## config.mk

```make
export PLATFORM = sky130hd
export DESIGN_NAME = sar_scan_sequencer
export DESIGN_NICKNAME = d
export VERILOG_FILES = /design/src/rtl/sar_scan_sequencer.sv
export SDC_FILE = /design/constraint.sdc
export NUM_CORES = 1
export LEC_CHECK = 0
export CORE_MARGIN = 4
export CORE_UTILIZATION = 59
export CTS_CLUSTER_DIAMETER = 150
export DETAILED_ROUTE_END_ITERATION = 6
export PLACE_DENSITY = 0.95
export REMOVE_ABC_BUFFERS = 1
export SYNTH_ARGS = -nofsm -noshare
export SYNTH_HDL_FRONTEND = slang
export SYNTH_SLANG_ARGS = --single-unit
```

## constraint.sdc

```tcl
create_clock -name clk -period 3.9 [get_ports clk]
set_input_delay 0.78 -clock clk [delete_from_list [all_inputs] [get_ports clk]]
set_output_delay 0.78 -clock clk [all_outputs]
set_load 0.02 [all_outputs]
```

## src/rtl/sar_scan_sequencer.sv

```systemverilog
// Multi-channel scan sequencer in front of a SAR ADC. It steps an analog mux through the enabled
// channels and lets the mux settle once per channel. It then runs 2**AVG_LOG2 conversions and
// emits one averaged result per channel on a valid/ready port. A per-conversion watchdog aborts
// conversions that never complete.
`timescale 1ns/1ps
module sar_scan_sequencer #(
    parameter int ADC_WIDTH  = 8,
    parameter int NCH        = 4,
    parameter int CH_W       = $clog2(NCH),
    parameter int AVG_LOG2   = 2,
    parameter int SETTLE_CYC = 3,
    parameter int TIMEOUT    = 32
) (
    input  logic                 clk,
    input  logic                 rst,
    input  logic [NCH-1:0]       en_mask,
    input  logic                 scan_go,
    input  logic                 cont,
    output logic [CH_W-1:0]      mux_sel,
    output logic                 adc_start,
    input  logic                 adc_den,
    input  logic [ADC_WIDTH-1:0] adc_dout,
    output logic                 res_valid,
    input  logic                 res_ready,
    output logic [CH_W-1:0]      res_ch,
    output logic [ADC_WIDTH-1:0] res_data,
    output logic                 res_err,
    output logic                 busy,
    output logic                 scan_done
);

    localparam int ACC_W = ADC_WIDTH + AVG_LOG2;
    localparam int SC_W  = (AVG_LOG2 > 0) ? AVG_LOG2 : 1;
    localparam int ST_W  = $clog2(SETTLE_CYC + 1);
    localparam int WD_W  = $clog2(TIMEOUT + 1);
    localparam logic [SC_W-1:0] LastSample = SC_W'((1 << AVG_LOG2) - 1);

    typedef enum logic [2:0] {
        StIdle, StSelect, StSettle, StStart, StWait, StOutput, StNext
    } state_t;

    state_t               state_q, state_d;
    logic [CH_W-1:0]      ch_q, ch_d;
    logic [NCH-1:0]       scan_mask_q, scan_mask_d;
    logic                 busy_q, busy_d;
    logic [ST_W-1:0]      settle_cnt_q, settle_cnt_d;
    logic [WD_W-1:0]      wd_cnt_q, wd_cnt_d;
    logic [SC_W-1:0]      sample_cnt_q, sample_cnt_d;
    logic [ACC_W-1:0]     acc_q, acc_d, acc_sum;
    logic [ADC_WIDTH-1:0] res_data_q, res_data_d;
    logic                 res_err_q, res_err_d;
    logic [CH_W:0]        pick;

    // Returns {found, index} of the lowest set bit of mask at or above position lo.
    function automatic logic [CH_W:0] lowest_from(input logic [NCH-1:0] mask, input int lo);
        logic [CH_W:0] r;
        r = '0;
        for (int i = NCH - 1; i >= 0; i--) begin
            if (mask[i] && i >= lo) r = {1'b1, CH_W'(i)};
        end
        return r;
    endfunction

    // State and datapath registers; reset aborts any conversion at once.
    always_ff @(posedge clk or posedge rst) begin
        if (rst) begin
            state_q      <= StIdle;
            ch_q         <= '0;
            scan_mask_q  <= '0;
            busy_q       <= 1'b0;
            settle_cnt_q <= '0;
            wd_cnt_q     <= '0;
            sample_cnt_q <= '0;
            acc_q        <= '0;
            res_data_q   <= '0;
            res_err_q    <= 1'b0;
        end else begin
            state_q      <= state_d;
            ch_q         <= ch_d;
            scan_mask_q  <= scan_mask_d;
            busy_q       <= busy_d;
            settle_cnt_q <= settle_cnt_d;
            wd_cnt_q     <= wd_cnt_d;
            sample_cnt_q <= sample_cnt_d;
            acc_q        <= acc_d;
            res_data_q   <= res_data_d;
            res_err_q    <= res_err_d;
        end
    end

    // Next-state logic and Moore-style strobes.
    always_comb begin
        state_d      = state_q;
        ch_d         = ch_q;
        scan_mask_d  = scan_mask_q;
        busy_d       = busy_q;
        settle_cnt_d = settle_cnt_q;
        wd_cnt_d     = wd_cnt_q;
        sample_cnt_d = sample_cnt_q;
        acc_d        = acc_q;
        res_data_d   = res_data_q;
        res_err_d    = res_err_q;
        acc_sum      = acc_q + ACC_W'(adc_dout);
        pick         = '0;
        adc_start    = 1'b0;
        scan_done    = 1'b0;
        unique case (state_q)
            StIdle: begin
                if (scan_go) begin
                    scan_mask_d = en_mask;
                    busy_d      = 1'b1;
                    pick        = lowest_from(en_mask, 0);
                    if (pick[CH_W]) begin
                        ch_d    = pick[CH_W-1:0];
                        state_d = StSelect;
                    end else begin
                        // Empty mask: go straight to the end-of-scan step.
                        state_d = StNext;
                    end
                end
            end
            StSelect: begin
                settle_cnt_d = ST_W'(SETTLE_CYC);
                acc_d        = '0;
                sample_cnt_d = '0;
                state_d      = StSettle;
            end
            StSettle: begin
                if (settle_cnt_q == '0) state_d = StStart;
                else                    settle_cnt_d = settle_cnt_q - 1'b1;
            end
            StStart: begin
                adc_start = 1'b1;
                wd_cnt_d  = WD_W'(TIMEOUT);
                state_d   = StWait;
            end
            StWait: begin
                if (adc_den) begin
                    acc_d = acc_sum;
                    if (sample_cnt_q == LastSample) begin
                        res_data_d = ADC_WIDTH'(acc_sum >> AVG_LOG2);
                        res_err_d  = 1'b0;
                        state_d    = StOutput;
                    end else begin
                        sample_cnt_d = sample_cnt_q + 1'b1;
                        state_d      = StStart;
                    end
                end else if (wd_cnt_q == '0) begin
                    res_err_d  = 1'b1;
                    res_data_d = '0;
                    state_d    = StOutput;
                end else begin
                    wd_cnt_d = wd_cnt_q - 1'b1;
                end
            end
            StOutput: begin
                if (res_ready) begin
                    res_err_d = 1'b0;
                    state_d   = StNext;
                end
            end
            StNext: begin
                pick = lowest_from(scan_mask_q, int'(ch_q) + 1);
                if (pick[CH_W]) begin
                    ch_d    = pick[CH_W-1:0];
                    state_d = StSelect;
                end else begin
                    scan_done = 1'b1;
                    if (cont) begin
                        scan_mask_d = en_mask;
                        pick        = lowest_from(en_mask, 0);
                        if (pick[CH_W]) begin
                            ch_d    = pick[CH_W-1:0];
                            state_d = StSelect;
                        end
                    end else begin
                        busy_d  = 1'b0;
                        state_d = StIdle;
                    end
                end
            end
            default: state_d = StIdle;
        endcase
    end

    assign mux_sel   = ch_q;
    assign res_ch    = ch_q;
    assign res_valid = (state_q == StOutput);
    assign res_data  = res_data_q;
    assign res_err   = res_err_q;
    assign busy      = busy_q;

endmodule

```

* Word level (Yosys, flattened, before mapping) *
Index checks and enable logic that the tools add are counted.

cells by class
  $add $sub $neg = 5
  multiply operators = 0
  div/mod/pow operators = 0
  magnitude comparators = 4
  equal/unequal tests = 25
  shifts and indexed selects = 0
  muxes and demuxes = 60
  bitwise logic cells = 0
  reductions and logical operators = 23

operators by type and width
  operator                                                           count
  two-way mux 3 bit                                                  24
  two-way mux 8 bit                                                  3
  inequality test 2 bit (second input constant)                      11
  case mux 3 bit (7 select lines)                                    1
  case mux 10 bit (2 select lines)                                   1
  two-way mux 2 bit                                                  8
  two-way mux 4 bit                                                  3
  two-way mux 6 bit                                                  2
  inequality test 3 bit (second input constant)                      4
  case mux 2 bit (2 select lines)                                    3
  case mux 6 bit (2 select lines)                                    1
  AND reduction 4 bit                                                3
  nonzero test 2 bit                                                 6
  adder 10 x 8 -> 10 bit                                             1
  two-way mux 1 bit                                                  10
  two-way mux 10 bit                                                 1
  AND reduction 5 bit                                                2
  == test 3 bit (second input constant)                              3
  AND reduction 3 bit                                                3
  case mux 4 bit (2 select lines)                                    1
  == test 3 x 2 -> 1 bit (second input constant)                     2
  greater-or-equal comparator 1 x 3 -> 1 bit (first input constant)  2
  greater-or-equal comparator 2 x 3 -> 1 bit (first input constant)  2
  zero test 6 bit                                                    1
  other kinds (13)                                                   19

storage, ports and cells
  flip-flop bits (word level) = 39
  bits in latches = 0
  memory bits (writable) = 0
  bits in read-only memories = 0
  bits of input ports = 18
  output and inout port bits = 17
  logic and storage cells = 127
  memories kept = 0

* Depth between registers and ports, before layout *
Gate-level depths: netlist (run 1).

  word-level depth = 14
  gate-level depth with buffers = 7

* Worst setup path after synthesis (run 1) *
No wires, ideal clock.

  kind = input -> register
  start point = input adc_dout[0]
  end point = register res_data_q[6] (netlist: res_data[6])
  library setup time = 0.122 ns
  data arrival time = 2.216 ns
  data required time = 3.778 ns
  slack = 1.563 ns
  stages on the path = 7
  cell sequence = ha_1 -> inv_1 -> fa_1 -> nand2b_1 -> a211oi_1 -> o21ai_0 -> a32o_1

on the way
  longest elaborated chain between the ends = 3

ends and longest elaborated chain
  element                 RTL line  RTL
  start, declared         22        input logic [ADC_WIDTH-1:0] adc_dout,
  adder 10 x 8 -> 10 bit  103       acc_sum = acc_q + ACC_W'(adc_dout);
  two-way mux 8 bit       140       if (sample_cnt_q == LastSample) begin
  two-way mux 8 bit       138       if (adc_den) begin
  end signal, assigned    86        res_data_q <= res_data_d;
  end, declared           50        logic [ADC_WIDTH-1:0] res_data_q, res_data_d;

Every way passes these cells. The select of a mux whose other input is x is not followed.
A chain may end at the register's enable or synchronous reset.

* Worst setup path after layout (run 1) *
  start point = register state_q[0]
  end point = output adc_start

on the way
  longest elaborated chain between the ends = 2

ends and longest elaborated chain
  element                 RTL line  RTL
  start, declared         42        state_t state_q, state_d;
  start signal, assigned  67        state_q <= StIdle;
  start signal, assigned  78        state_q <= state_d;
  == test 3 x 2 -> 1 bit  107       unique case (state_q)
  two-way mux 1 bit       107
  end, declared           20        output logic adc_start,

Every way passes these cells.

==> results of run 1 <==
layout make-up:
| cell class | instances | area, um2 |
|---|---|---|
| Tap cell | 50 | 62.6 |
| Multi-Input combinational cell | 189 | 1400 |
| Fill cell | 305 | 1070 |
| Clock buffer | 7 | 86.3 |
| Inverter | 19 | 71.3 |
| Clock inverter | 1 | 5.00 |
| Sequential cell | 38 | 951 |
| Timing Repair Buffer | 39 | 378 |
layer usage:
layer | vias to the layer above | part of all wire, % | track usage [%] | wire length (um)
li1 | 1043 | - | - | -
met1 | 1022 | 42 | 29.5 | 2440
met2 | 81 | 50 | 40.3 | 2910
met3 | 11 | 5.4 | 5.51 | 316
met4 | 0 | 2.2 | 11.7 | 128
met5 | - | 0 | 0 | 0
cell usage after synthesis, types with 3 or more instances:
cell	number	area share, %
a22o_1	8	2.8
o211a_1	3	1.2
o22ai_1	3	0.75
a211oi_1	7	2.1
a21o_1	5	1.5
nand2_1	16	2.4
nand3_1	4	0.80
xnor2_1	3	1.1
dfrtp_1	38	38
nand2b_1	4	1.0
nor3_1	4	0.80
o21ai_0	13	2.6
inv_1	19	2.9
mux2_2	4	1.8
or3_1	5	1.3
a32o_1	4	1.6
clkbuf_1	10	1.5
o211ai_1	5	1.5
nor2b_1	4	1.0
a21oi_1	11	2.2
or4_1	3	0.91
o31ai_1	3	0.91
mux2i_1	4	1.6
o2111a_1	3	1.4
xor2_1	3	1.1
ha_1	12	6.0
nand3b_1	4	1.2
nor2_1	15	2.3
worst max path at each step:
stage / to / slack [ns] / depth (start not counted)
after floorplan: res_data[6] / 1.56 / 7
after global placement: res_data[6] / 0.95 / 8
after detailed placement: res_data[6] / 0.86 / 8
after CTS: adc_start / 1.08 / 5
after global routing: adc_start / 0.98 / 5
final: adc_start / 1.08 / 5
power groups by stage:
stage	clock (W)	combinational (W)	sequential, W
6_report	0.000283	0.00130	0.000710
3_5_place_dp	0	0.00129	0.000715
5_1_grt	0.000301	0.00143	0.000737
4_1_cts	0.000287	0.00130	0.000709
3_3_place_gp	0	0.00124	0.000701
2_1_floorplan	0	0.000751	0.000818
flip-flops by register name (all words and copies together) (netlist names):
| name | cells |
|---|---|
| state_q | 3 |
| res_data | 8 |
| acc_q | 10 |
| wd_cnt_q | 6 |
| res_err | 1 |
| scan_mask_q | 3 |
| mux_sel | 2 |
| busy | 1 |
| settle_cnt_q | 2 |
| sample_cnt_q | 2 |
cell families (layout without fill, tap and decap cells):
family                   after synthesis  count (layout)  share of synthesized area (%)
multiplexers                           8               8                           3.42
adder cells (fa/ha/maj)               13              13                           6.84
AND/OR/NAND/NOR                       75              75                           17.2
AO/OA/AOI/OAI                         87              87                           26.8
XOR/XNOR                               6               6                           2.11
flip-flops                            38              38                           38.2
buffers and inverters                 33              66                           5.38
metrics by stage:
step / util, % / setup WS, ns / hold slack [ns] / instances
after global placement: 71.1 / 0.948 / 0.479 / 335
final: 73.4 / 1.08 / 0.504 / 343
after CTS: 73.4 / 1.08 / 0.503 / 343
after detailed placement: 71.1 / 0.860 / 0.489 / 335
after global routing: 73.4 / 0.978 / 0.523 / 343
after floorplan: - / 1.56 / 0.461 / 246
==> flow_summary.toml, run 1 <==
[setup_path]
r2r_cells = 7
crit_arrival_ns = 2.04
slowest_stage = "clkdlybuf4s50_1"
crit_chain = "buf_4 -> nand2b_1 -> or2_2 -> inv_1 -> clkdlybuf4s50_1"
timing.rr.end = "res_data[6]"
regToRegSetupSlack_ns = 1.75
r2r-start = "acc_q[0]"
cp-end-kind = "output pin"
worstPathRequired_ns = 3.12
critPathTopFamily = "buffers and inverters"
cp_slowest_stage_delay_ns = 0.62
crit_path_start_kind = "register"
path_class = "reg2out"
worst-path-buf-inv = 3
cp_max_fo = 18
setup.worst_path.start = "state_q[0]"

[sta]
setup_tns_ns = 0
setup_violations = 0
report.final.slew_viol_count = 0
period_needed_ns = 2.82
worst_pin_slew_ns = 0.901
rsz0062_at_grt = "no"
slew_headroom_pct = 39.9
fmax_mhz = 355
post-route-period-util_pct = 72.3
hold_viol = 0
finalClockSkew_ns = 0.00578

[global_route]
antenna_found_initial = 0
overflow = 0
grt_max_degree = 25
grt_pass1_wl_mm = 9.98
track_usage_pct = 24.2
grt_pass1_vias = 2222

[drt]
routed_via_density = 6.29
ant_nets = 0
routed_wirelength_mm = 5.80
avgRoutedWirePerCell_um = 16.9
drt_iter0_drc = 117
vias = 2157
drtPass1Iterations = 5
route.detailed.drc = 0

[pwr]
swShare_pct = 43.6
pwr-share-comb_pct = 56.7
peakVddDrop_uv = 419
p_int_w = 0.00129
power_density_nw_per_um2 = 776
p_leak_nw = 1.31
power.switching_w = 0.00100
power.share.clock_pct = 12.3
seqPwrFrac_pct = 31.0
finalPower_w = 0.00229

[worst_hold_path]
min_path_cells = 1
holdCritStartpoint = "res_data[4]"
hold_path_end = "res_data[4]"
hold_class = "reg2reg"

[cells_and_area]
nets = 323
layout-drive-gt1-share_pct = 8.19
design_area_um2 = 2960
final_common_cell = "dfrtp_1"
area_growth_pct = 18.9
n_antenna_cell = 0
mostFrequentLayoutCells = "dfrtp_1, clkdlybuf4s50_1, inv_1"

[placement]
place.gp.congestion = 0.883
place_area_um2 = 2870
io_buffers = 34
place_hpwl_mm = 4.23

[synth]
syn_area_um2 = 2490
postSynthCellCount = 260
synth_warnings = 0
ys_seq_elements = 38
synth_edf_count = 0
yosysSeqAreaShare_pct = 38.2
avgSynthCellArea_um2 = 9.57
synth_flop_cell = "dfrtp_1"
async_flop_share_pct = 100
synth_cell_types = 60

[clocking]
cts_max_level = 2
cts_buffers = 5
clock_latency_ns = 0.29
post_cts_resized = 0
post_cts_buffers = 0
clockRootBuffer = "clkbuf_8"
clockBufferDepth = 2
cts_tree = "yes"
cts_sinks = 38
holdBufCountCts = 0
clk_pin_slew_ns = 0.08

[run]
maxCapViolations = 0

[floorplan]
coreArea_um2 = 4030
die_width_um = 72.9
dieArea_um2 = 5320
initial_core_util_pct = 61.7
die-height_um = 72.9
placementRows = 23
ios = 35

[outcome]
status = "completed"
Note: power is estimated with default switching activity, not from simulation.
==> run 2, diff against run 1 <==
Settings changed: CORE_UTILIZATION 59 to 49, PLACE_DENSITY 0.95 to 0.86.
Clock period 3.9 ns to 2.3 ns, I/O delays scaled along.
==> flow_summary.toml, run 2 (synthesis gave the netlist of run 1 again) <==
[outcome]
status = "completed"

[drt]
drt_iter0_drc = 147
routed_wirelength_mm = 5.95
vias = 2216
routed_via_density = 5.83
route.met2.wl_mm = 3.00
avgRoutedWirePerCell_um = 15.7
ant_nets = 0
wl_met1_mm = 2.52
route.detailed.drc = 0
top_layer = "met4"
dr_wl_met3_um = 259
drtPass1Iterations = 4

[placement]
io_buffers = 34
place_hpwl_mm = 4.33
place_area_um2 = 3040
place.gp.congestion = 0.842

[global_route]
track_usage_pct = 20.4
overflow = 0
grt_pass1_wl_mm = 10.1
grt_pass1_vias = 2277
antenna_found_initial = 0
grt_max_degree = 39

[floorplan]
coreArea_um2 = 4820
die_width_um = 79.3
placementRows = 25
die-height_um = 79.3
dieArea_um2 = 6280
ios = 35
initial_core_util_pct = 51.6

[clocking]
post_cts_buffers = 0
cts_max_level = 2
cts_buffers = 5
clockBufferDepth = 2
clk_pin_slew_ns = 0.08
clockRootBuffer = "clkbuf_8"
cts_tree = "yes"
cts_sinks = 38
clock_latency_ns = 0.30

[sta]
finalClockSkew_ns = 0.00639
hold_viol = 0
post-route-period-util_pct = 96.9
fmax_mhz = 448
setup_violations = 0
report.final.slew_viol_count = 0
period_needed_ns = 2.23
slew_headroom_pct = 66.4
worst_pin_slew_ns = 0.504
setup_tns_ns = 0

[setup_path]
r2r-start = "wd_cnt_q[0]"
critPathTopFamily = "buffers and inverters"
regToRegSetupSlack_ns = 0.15
path_class = "in2reg"
cp-end-kind = "register"
slowest_stage = "clkdlybuf4s50_1"
crit_arrival_ns = 2.42
crit_chain = "clkdlybuf4s50_1 -> ha_1 -> inv_1 -> fa_2 -> nand2b_4 -> a211oi_4 -> buf_4 -> or3_1 -> a32o_1"
worstPathRequired_ns = 2.49
cp_slowest_stage_delay_ns = 0.43
r2r_cells = 6
crit_path_start_kind = "primary input"
worst-path-buf-inv = 3
cp_max_fo = 3
timing.rr.end = "res_data[5]"

[pwr]
p_leak_nw = 1.44
p_int_w = 0.00233
pwr-share-comb_pct = 58.3
power.share.clock_pct = 12.0
seqPwrFrac_pct = 29.8
power.switching_w = 0.00174
peakVddDrop_uv = 667
power_density_nw_per_um2 = 1290
swShare_pct = 42.6

[cells_and_area]
max_flop_register = "acc_q"
largest_register_ffs = 10
layout-drive-gt1-share_pct = 16.0
design_area_um2 = 3160
nets = 343
n_antenna_cell = 0
area_growth_pct = 27.1
mostFrequentLayoutCells = "dfrtp_1, clkdlybuf4s50_1, buf_4"
final_common_cell = "dfrtp_1"

[worst_hold_path]
min_path_cells = 1
hold_class = "reg2reg"
holdCritStartpoint = "res_data[1]"
hold_path_end = "res_data[1]"

[run]
maxCapViolations = 0
## run 2: cell types whose count changed in the layout (fill, tap and decap cells not counted), moves of 2 or more
| cell | delta |
|---|---|
| a211oi_1 | -2 |
| clkdlybuf4s50_1 | -3 |
| dlygate4sd2_1 | +2 |
| buf_4 | +20 |
## run 2: worst reg2reg max path: stages, from the launching register on
cell and delay, ns:
dfrtp_1 0.42, inv_1 0.10, ha_1 0.16, or4b_1 0.58, o31ai_4 0.26, nand2_4 0.14
a221o_1 0.39
## run 2: worst max path at each step
stage           startpoint          end  slack [ns]  cells past startpoint
2_1_floorplan  adc_dout[0]  res_data[6]        0.28                      7
6_report       adc_dout[0]  res_data[6]        0.07                      9
3_3_place_gp   adc_dout[0]     acc_q[8]       -0.20                      9
4_1_cts         state_q[1]    res_valid        0.03                      5
5_1_grt        adc_dout[0]     acc_q[8]       -0.02                      9
3_5_place_dp   adc_dout[0]     acc_q[8]       -0.26                      9
## run 2: power groups by stage
stage | Combinational (W) | Clock [W] | Sequential (W)
floorplan | 0.00127 | 0 | 0.00139
global placement | 0.00226 | 0 | 0.00120
detailed placement | 0.00232 | 0 | 0.00122
CTS | 0.00233 | 0.000505 | 0.00121
global route | 0.00262 | 0.000539 | 0.00126
finish | 0.00237 | 0.000488 | 0.00121
## run 2: layout make-up
type                    count  area (um2)
multi-input cells         189        1430
repair buffers             59         528
inverters                  19        71.3
clock buffers               6        82.6
well taps                  67        83.8
fillers                   411        1660
flip-flops and latches     38         952
clock inverters             2        12.5
## run 2: metal layers
metal  vias up  GRT usage [%]
li1       1084              -
met1      1054           24.1
met2        60           35.4
met3        18           3.97
met4         0           9.79
met5         -              0
## run 2: what timing repair did
item / in CTS / in global routing
resized for setup: 3 / 7
hold buffers: 0 / 0
endpoints found under the setup margin: 2 / 5
pin swaps: 0 / 1
## run 2: through the flow
stage | hold WS (ns) | instances | total power, W | setup slack [ns] | util, %
finish | 0.507 | 380 | 0.00407 | 0.0702 | 65.6
global route | 0.524 | 380 | 0.00442 | -0.0245 | 65.6
CTS | 0.513 | 380 | 0.00405 | 0.0291 | 65.0
detailed placement | 0.494 | 372 | 0.00354 | -0.256 | 63.0
global placement | 0.478 | 372 | 0.00346 | -0.200 | 63.0
floorplan | 0.461 | 246 | 0.00266 | 0.283 | -
